--- src/rtl/ex_stage_pipe.sv ---
// ex_stage_pipe: registered execute stage with forwarding muxes, ALU, iterative shift-add
// multiplier (stalls the front end) and the EX/MEM register. Define EX_OVF_EN for out_ovf.
module ex_stage_pipe #(
    parameter int XLEN = 32,
    parameter int REGW = 5,
    parameter int SHW  = $clog2(XLEN)
) (
    input  logic            clk,
    input  logic            reset,
    input  logic            in_valid,
    input  logic            flush,
    input  logic            mem_stall,
    input  logic [3:0]      alu_op,
    input  logic            alu_src,
    input  logic            reg_dst,
    input  logic            reg_write,
    input  logic            mem_read,
    input  logic            mem_write,
    input  logic            mem_to_reg,
    input  logic            branch,
    input  logic            jump,
    input  logic [1:0]      fwd_a,
    input  logic [1:0]      fwd_b,
    input  logic [XLEN-1:0] rs_data,
    input  logic [XLEN-1:0] rt_data,
    input  logic [XLEN-1:0] imm,
    input  logic [XLEN-1:0] pc_plus4,
    input  logic [XLEN-1:0] j_target,
    input  logic [XLEN-1:0] mem_fwd,
    input  logic [XLEN-1:0] wb_fwd,
    input  logic [REGW-1:0] rt,
    input  logic [REGW-1:0] rd,
    output logic            stall_req,
    output logic            out_valid,
    output logic [XLEN-1:0] out_alu_result,
    output logic [XLEN-1:0] out_store_data,
    output logic [XLEN-1:0] out_branch_target,
    output logic [XLEN-1:0] out_j_target,
    output logic            out_zero,
    output logic [REGW-1:0] out_dst_reg,
`ifdef EX_OVF_EN
    output logic            out_ovf,
`endif
    output logic            out_reg_write,
    output logic            out_mem_read,
    output logic            out_mem_write,
    output logic            out_mem_to_reg,
    output logic            out_branch,
    output logic            out_jump
);
    localparam logic [3:0] OP_AND = 4'b0000, OP_OR  = 4'b0001, OP_ADD = 4'b0010,
                           OP_SUB = 4'b0110, OP_SLT = 4'b0111, OP_SLTU = 4'b1101,
                           OP_XOR = 4'b1000, OP_NOR = 4'b1001, OP_SLL = 4'b1010,
                           OP_SRL = 4'b1011, OP_SRA = 4'b1100, OP_LUI = 4'b1111,
                           OP_MUL = 4'b1110;

    typedef enum logic [1:0] {IDLE, BUSY, DONE} state_t;

    typedef struct packed {
        logic            valid;
        logic [XLEN-1:0] alu_result;
        logic [XLEN-1:0] store_data;
        logic [XLEN-1:0] branch_target;
        logic [XLEN-1:0] j_target;
        logic            zero;
        logic [REGW-1:0] dst_reg;
        logic            reg_write;
        logic            mem_read;
        logic            mem_write;
        logic            mem_to_reg;
        logic            branch;
        logic            jump;
`ifdef EX_OVF_EN
        logic            ovf;
`endif
    } exmem_t;

    state_t          state_reg, state_next;
    logic [SHW:0]    cnt_reg, cnt_next;
    logic [XLEN-1:0] mcand_reg, mcand_next, mplier_reg, mplier_next, acc_reg, acc_next;
    exmem_t          exmem_reg, exmem_next, lat_reg, cand;
    logic            mul_start;

    logic [XLEN-1:0] op_a, fwd_b_val, op_b, alu_res, sum, diff, lui_val;
    logic [XLEN-1:0] and_v, or_v, xor_v, nor_v;
    logic [SHW-1:0]  shamt;
    logic            slt_s, slt_u;

    always_comb begin
        case (fwd_a)
            2'd1:    op_a = wb_fwd;
            2'd2:    op_a = mem_fwd;
            default: op_a = rs_data;
        endcase
        case (fwd_b)
            2'd1:    fwd_b_val = wb_fwd;
            2'd2:    fwd_b_val = mem_fwd;
            default: fwd_b_val = rt_data;
        endcase
    end

    assign op_b    = alu_src ? imm : fwd_b_val;
    assign sum     = op_a + op_b;
    assign diff    = op_a - op_b;
    assign slt_s   = $signed(op_a) < $signed(op_b);
    assign slt_u   = op_a < op_b;
    assign shamt   = imm[SHW+5:6];
    assign lui_val = XLEN'({imm[15:0], 16'h0000});

    for (genvar gi = 0; gi < XLEN; gi++) begin : g_logic
        assign and_v[gi] = op_a[gi] & op_b[gi];
        assign or_v[gi]  = op_a[gi] | op_b[gi];
        assign xor_v[gi] = op_a[gi] ^ op_b[gi];
        assign nor_v[gi] = ~(op_a[gi] | op_b[gi]);
    end

    // Shifts operate on the forwarded rt value; the shamt lives in the immediate.
    always_comb begin
        alu_res = '0;
        case (alu_op)
            OP_AND:  alu_res = and_v;
            OP_OR:   alu_res = or_v;
            OP_XOR:  alu_res = xor_v;
            OP_NOR:  alu_res = nor_v;
            OP_ADD:  alu_res = sum;
            OP_SUB:  alu_res = diff;
            OP_SLT:  alu_res = {{(XLEN-1){1'b0}}, slt_s};
            OP_SLTU: alu_res = {{(XLEN-1){1'b0}}, slt_u};
            OP_SLL:  alu_res = fwd_b_val << shamt;
            OP_SRL:  alu_res = fwd_b_val >> shamt;
            OP_SRA:  alu_res = $signed(fwd_b_val) >>> shamt;
            OP_LUI:  alu_res = lui_val;
            default: alu_res = '0;
        endcase
    end

`ifdef EX_OVF_EN
    logic ovf;
    always_comb begin
        ovf = 1'b0;
        if (alu_op == OP_ADD)
            ovf = (op_a[XLEN-1] == op_b[XLEN-1]) && (sum[XLEN-1] != op_a[XLEN-1]);
        else if (alu_op == OP_SUB)
            ovf = (op_a[XLEN-1] != op_b[XLEN-1]) && (diff[XLEN-1] != op_a[XLEN-1]);
    end
`endif

    always_comb begin
        cand               = '0;
        cand.valid         = 1'b1;
        cand.alu_result    = alu_res;
        cand.store_data    = fwd_b_val;
        cand.branch_target = pc_plus4 + (imm << 2);
        cand.j_target      = j_target;
        cand.zero          = (op_a == op_b);
        cand.dst_reg       = reg_dst ? rd : rt;
        cand.mem_read      = mem_read;
        cand.mem_write     = mem_write;
        cand.mem_to_reg    = mem_to_reg;
        cand.branch        = branch;
        cand.jump          = jump;
`ifdef EX_OVF_EN
        cand.ovf           = ovf;
        cand.reg_write     = reg_write & ~ovf;
`else
        cand.reg_write     = reg_write;
`endif
    end

    always_comb begin
        state_next  = state_reg;
        cnt_next    = cnt_reg;
        mcand_next  = mcand_reg;
        mplier_next = mplier_reg;
        acc_next    = acc_reg;
        stall_req   = 1'b0;
        mul_start   = 1'b0;
        case (state_reg)
            IDLE: begin
                if (in_valid && alu_op == OP_MUL && !flush) begin
                    stall_req   = 1'b1;
                    mul_start   = 1'b1;
                    mcand_next  = op_a;
                    mplier_next = op_b;
                    acc_next    = '0;
                    cnt_next    = (SHW+1)'(XLEN);
                    state_next  = BUSY;
                end
            end
            BUSY: begin
                stall_req   = 1'b1;
                if (mplier_reg[0])
                    acc_next = acc_reg + mcand_reg;
                mcand_next  = mcand_reg << 1;
                mplier_next = mplier_reg >> 1;
                cnt_next    = cnt_reg - (SHW+1)'(1);
                if (cnt_reg == (SHW+1)'(1))
                    state_next = DONE;
            end
            DONE: begin
                // The product must reach EX/MEM before the front end may advance.
                if (mem_stall)
                    stall_req = 1'b1;
                else
                    state_next = IDLE;
            end
            default: state_next = IDLE;
        endcase
        if (flush) begin
            state_next = IDLE;
            cnt_next   = '0;
        end
    end

    always_comb begin
        exmem_next = exmem_reg;
        if (!mem_stall) begin
            exmem_next = '0;
            if (!flush) begin
                if (state_reg == DONE) begin
                    exmem_next            = lat_reg;
                    exmem_next.valid      = 1'b1;
                    exmem_next.alu_result = acc_reg;
                end else if (state_reg == IDLE && in_valid && !mul_start) begin
                    exmem_next = cand;
                end
            end
        end
    end

    always_ff @(posedge clk) begin
        if (reset) begin
            state_reg  <= IDLE;
            cnt_reg    <= '0;
            mcand_reg  <= '0;
            mplier_reg <= '0;
            acc_reg    <= '0;
            exmem_reg  <= '0;
            lat_reg    <= '0;
        end else begin
            state_reg  <= state_next;
            cnt_reg    <= cnt_next;
            mcand_reg  <= mcand_next;
            mplier_reg <= mplier_next;
            acc_reg    <= acc_next;
            exmem_reg  <= exmem_next;
            if (mul_start)
                lat_reg <= cand;
        end
    end

    assign out_valid         = exmem_reg.valid;
    assign out_alu_result    = exmem_reg.alu_result;
    assign out_store_data    = exmem_reg.store_data;
    assign out_branch_target = exmem_reg.branch_target;
    assign out_j_target      = exmem_reg.j_target;
    assign out_zero          = exmem_reg.zero;
    assign out_dst_reg       = exmem_reg.dst_reg;
    assign out_reg_write     = exmem_reg.reg_write;
    assign out_mem_read      = exmem_reg.mem_read;
    assign out_mem_write     = exmem_reg.mem_write;
    assign out_mem_to_reg    = exmem_reg.mem_to_reg;
    assign out_branch        = exmem_reg.branch;
    assign out_jump          = exmem_reg.jump;
`ifdef EX_OVF_EN
    assign out_ovf           = exmem_reg.ovf;
`endif

endmodule

--- config.mk ---
export PLATFORM = sky130hd
export DESIGN_NAME = ex_stage_pipe
export DESIGN_NICKNAME = d
export VERILOG_FILES = /design/src/rtl/ex_stage_pipe.sv
export SDC_FILE = /design/constraint.sdc
export NUM_CORES = 2
export LEC_CHECK = 0
export CAP_MARGIN = 20
export CORE_MARGIN = 4
export CORE_UTILIZATION = 40
export CTS_CLUSTER_SIZE = 14
export DETAILED_ROUTE_END_ITERATION = 12
export PLACE_DENSITY = 0.63
export SLEW_MARGIN = 25
export SYNTH_ARGS = -nofsm -noshare
export SYNTH_HDL_FRONTEND = slang
export SYNTH_SLANG_ARGS = --single-unit
export TNS_END_PERCENT = 1
--- constraint.sdc ---
create_clock -name clk -period 5.8 [get_ports clk]
set_clock_uncertainty 0.15 [all_clocks]
set_input_delay 0.87 -clock clk [delete_from_list [all_inputs] [get_ports clk]]
set_output_delay 0.87 -clock clk [all_outputs]
set_load 0.02 [all_outputs]
==> flow_summary.json <==
{
  "status": "complete, no violations",
  "die_y_um": 269,
  "fmax_mhz": 179,
  "hold_viol": 0,
  "drive_gt1_frac": 0.139,
  "gr-usage-all-layers": 0.376,
  "power_mw": 8.72,
  "netlist_area_sq_um": 27200,
  "initial_core_util": 0.404,
  "cts_resized": 0,
  "cts_buffers": 44,
  "synthCells": 3655,
  "ioPinCount": 397,
  "clkTransAtPathRegs_ns": 0.06,
  "synth.distinct_cells": 86,
  "power.leakage_nw": 14.4,
  "seq_area_frac_synth": 0.260,
  "synth_commonest_cells": "nor2_1 (586), a21oi_1 (384), nand2_1 (366)",
  "cp-start-kind": "input pin",
  "placed_area_sq_um": 34000,
  "crit_type": "in2reg",
  "p_per_area_nw_per_um2": 245,
  "ys_async_sr_fraction": 0,
  "grt_pass1_wl_um": 202000,
  "grt_pass1_vias": 29108,
  "synth_area_leader_cell": "dfxtp_1",
  "cap_violations": 0,
  "dp_hpwl_um": 111000,
  "nNetsFinal": 4604,
  "synth-edff-count": 0,
  "period_needed_ns": 5.60,
  "muxShareOfSynthArea": 0.0608,
  "cp_max_fo": 11,
  "firstDrtPassIters": 9,
  "setup-violations-final": 0,
  "routed_via_density": 6.28,
  "overflow": 0,
  "wl_per_cell_um": 28.1,
  "min_path_type": "reg2reg",
  "antenna_left": 0,
  "clkSinkCount": 353,
  "synth_xor_area_frac": 0.0216,
  "finalInstanceArea_sq_um": 35600,
  "synth-compound-area-share": 0.326,
  "die-area_sq_um": 72100,
  "yosys-top-cells-area": "dfxtp_1 (26%), nor2_1 (8.1%), ha_1 (7.6%)",
  "clock_path_buffers": 3,
  "rows": 95,
  "hold_buffers": 0,
  "synth_top_family_by_area": "compound AO/OA/AOI/OAI gates",
  "grt_max_degree": 134,
  "port_buffers": 396,
  "coreArea_sq_um": 67300,
  "yosys.area.top_type_share": 0.260,
  "synthSimpleGateAreaFrac": 0.190,
  "htree_num_levels": 2,
  "cts_tree": "built",
  "gp_congestion": 1.07,
  "cp.arrival_ns": 5.99,
  "drtIter0Drc": 4516,
  "synthAdderAreaFrac": 0.0789,
  "yosysMostFrequentCell": "nor2_1",
  "avgSynthCellArea_sq_um": 7.43,
  "whs_ns": 0.305,
  "cp_data_required_time_ns": 6.19,
  "worst_slew_pin_slew_ns": 1.08,
  "cts_root_buf": "clkbuf_16",
  "final_core_utilization": 0.529,
  "area_growth_pct": 30.9,
  "final-max-slew-violation-count": 0,
  "ys_ff_latch": 353,
  "totalWireLength_um": 143000,
  "synth_fp_nets": 4079,
  "num_vias": 31989,
  "period_share": 0.965,
  "cts_setup_buffers": 0,
  "cp-end-kind": "flip-flop",
  "vdd_ir_drop_max_v": 0.000266,
  "rsz0062_at_grt": "no",
  "largest_reg_flops": 108,
  "maxSlewHeadroom": 0.281,
  "synth_ff_type": "dfxtp_1",
  "die_w_um": 269,
  "synth_warnings": 0,
  "drc": 0,
  "antenna_found_initial": 8,
  "clock_latency_ns": 0.61
}
==> power by group <==
group,switching (mW),internal [mW],total [mW]
clock network,1.25,1.75,3.00
logic,1.92,1.31,3.23
registers,0.0300,2.47,2.50
total,3.20,5.52,8.72
==> cell usage in the layout (no fill, tap or decap), types with 46 or more instances in the layout <==
cell type and n:
clkdlybuf4s50_1 388, mux2i_1 56, a21o_1 50, nand2_1 366, ha_1 164, a22oi_1 184, inv_1 128, dfxtp_1 353
a21oi_1 384, nor3_1 82, buf_4 369, o21ai_0 191, mux4_2 46, nor2_1 579, a222oi_1 51
==> kinds of logic after synthesis <==
| kind of cell | count (synthesis) |
|---|---|
| multiplexers | 107 |
| AND/OR/NAND/NOR | 1224 |
| XOR/XNOR | 67 |
| buffers and inverters | 429 |
| AO/OA/AOI/OAI | 1306 |
| adder cells (fa/ha/maj) | 169 |
| flip-flops | 353 |
==> critical path, stage by stage <==
cell             delay, ns
clkdlybuf4s50_1       0.53
inv_1                 0.06
ha_1                  0.37
inv_2                 0.16
buf_4                 0.20
o21ai_0               0.79
o21ai_0               0.34
ha_1                  0.40
nor4_1                0.53
nand4_1               0.25
nor2_1                0.18
nand2_1               0.07
nor4_1                0.64
buf_4                 0.24
a22oi_1               0.06
nor2_1                0.12
a21oi_1               0.06
nor2_1                0.10
==> layer usage <==
layer | global-route usage | wire (um) | vias to the layer above
li1 | - | - | 14450
met1 | 0.504 | 58200 | 15311
met2 | 0.561 | 61300 | 1866
met3 | 0.0874 | 14400 | 356
met4 | 0.201 | 9350 | 6
met5 | 0 | 43 | -
==> per-stage QoR <==
stage | instances | worst slack (ns) | TNS (ns)
after floorplan | 3655 | 1.07 | 0
after global placement | 5005 | -0.221 | -0.443
after detailed placement | 5006 | -0.181 | -0.489
after CTS | 5086 | 0.450 | 0
after global routing | 5091 | 0.100 | 0
final | 5094 | 0.204 | 0
==> final cells by class <==
| class | instances | area, sq um |
|---|---|---|
| Fill cell | 6565 | 31700 |
| Multi-Input combinational cell | 2873 | 18500 |
| Sequential cell | 353 | 7070 |
| Timing Repair Buffer | 773 | 6880 |
| Clock buffer | 59 | 1250 |
| Tap cell | 873 | 1090 |
| Inverter | 135 | 507 |
| Clock inverter | 21 | 292 |
| Antenna cell | 7 | 17.5 |
==> final timing paths <==
check / start / end / slack, ns / cells past startpoint
worst max-delay path: fwd_b[0] / out_zero$_SDFFE_PP0N_ / 0.20 / 18
worst min-delay path: lat_reg[74]$_SDFFE_PP0P_ / lat_reg[74]$_SDFFE_PP0P_ / 0.31 / 2
worst max register to register: mcand_reg[0]$_SDFFE_PP0P_ / acc_reg[28]$_SDFFE_PP0P_ / 2.08 / 12
worst min register to register: lat_reg[74]$_SDFFE_PP0P_ / lat_reg[74]$_SDFFE_PP0P_ / 0.31 / 2
(Power assumes the default switching activity.)
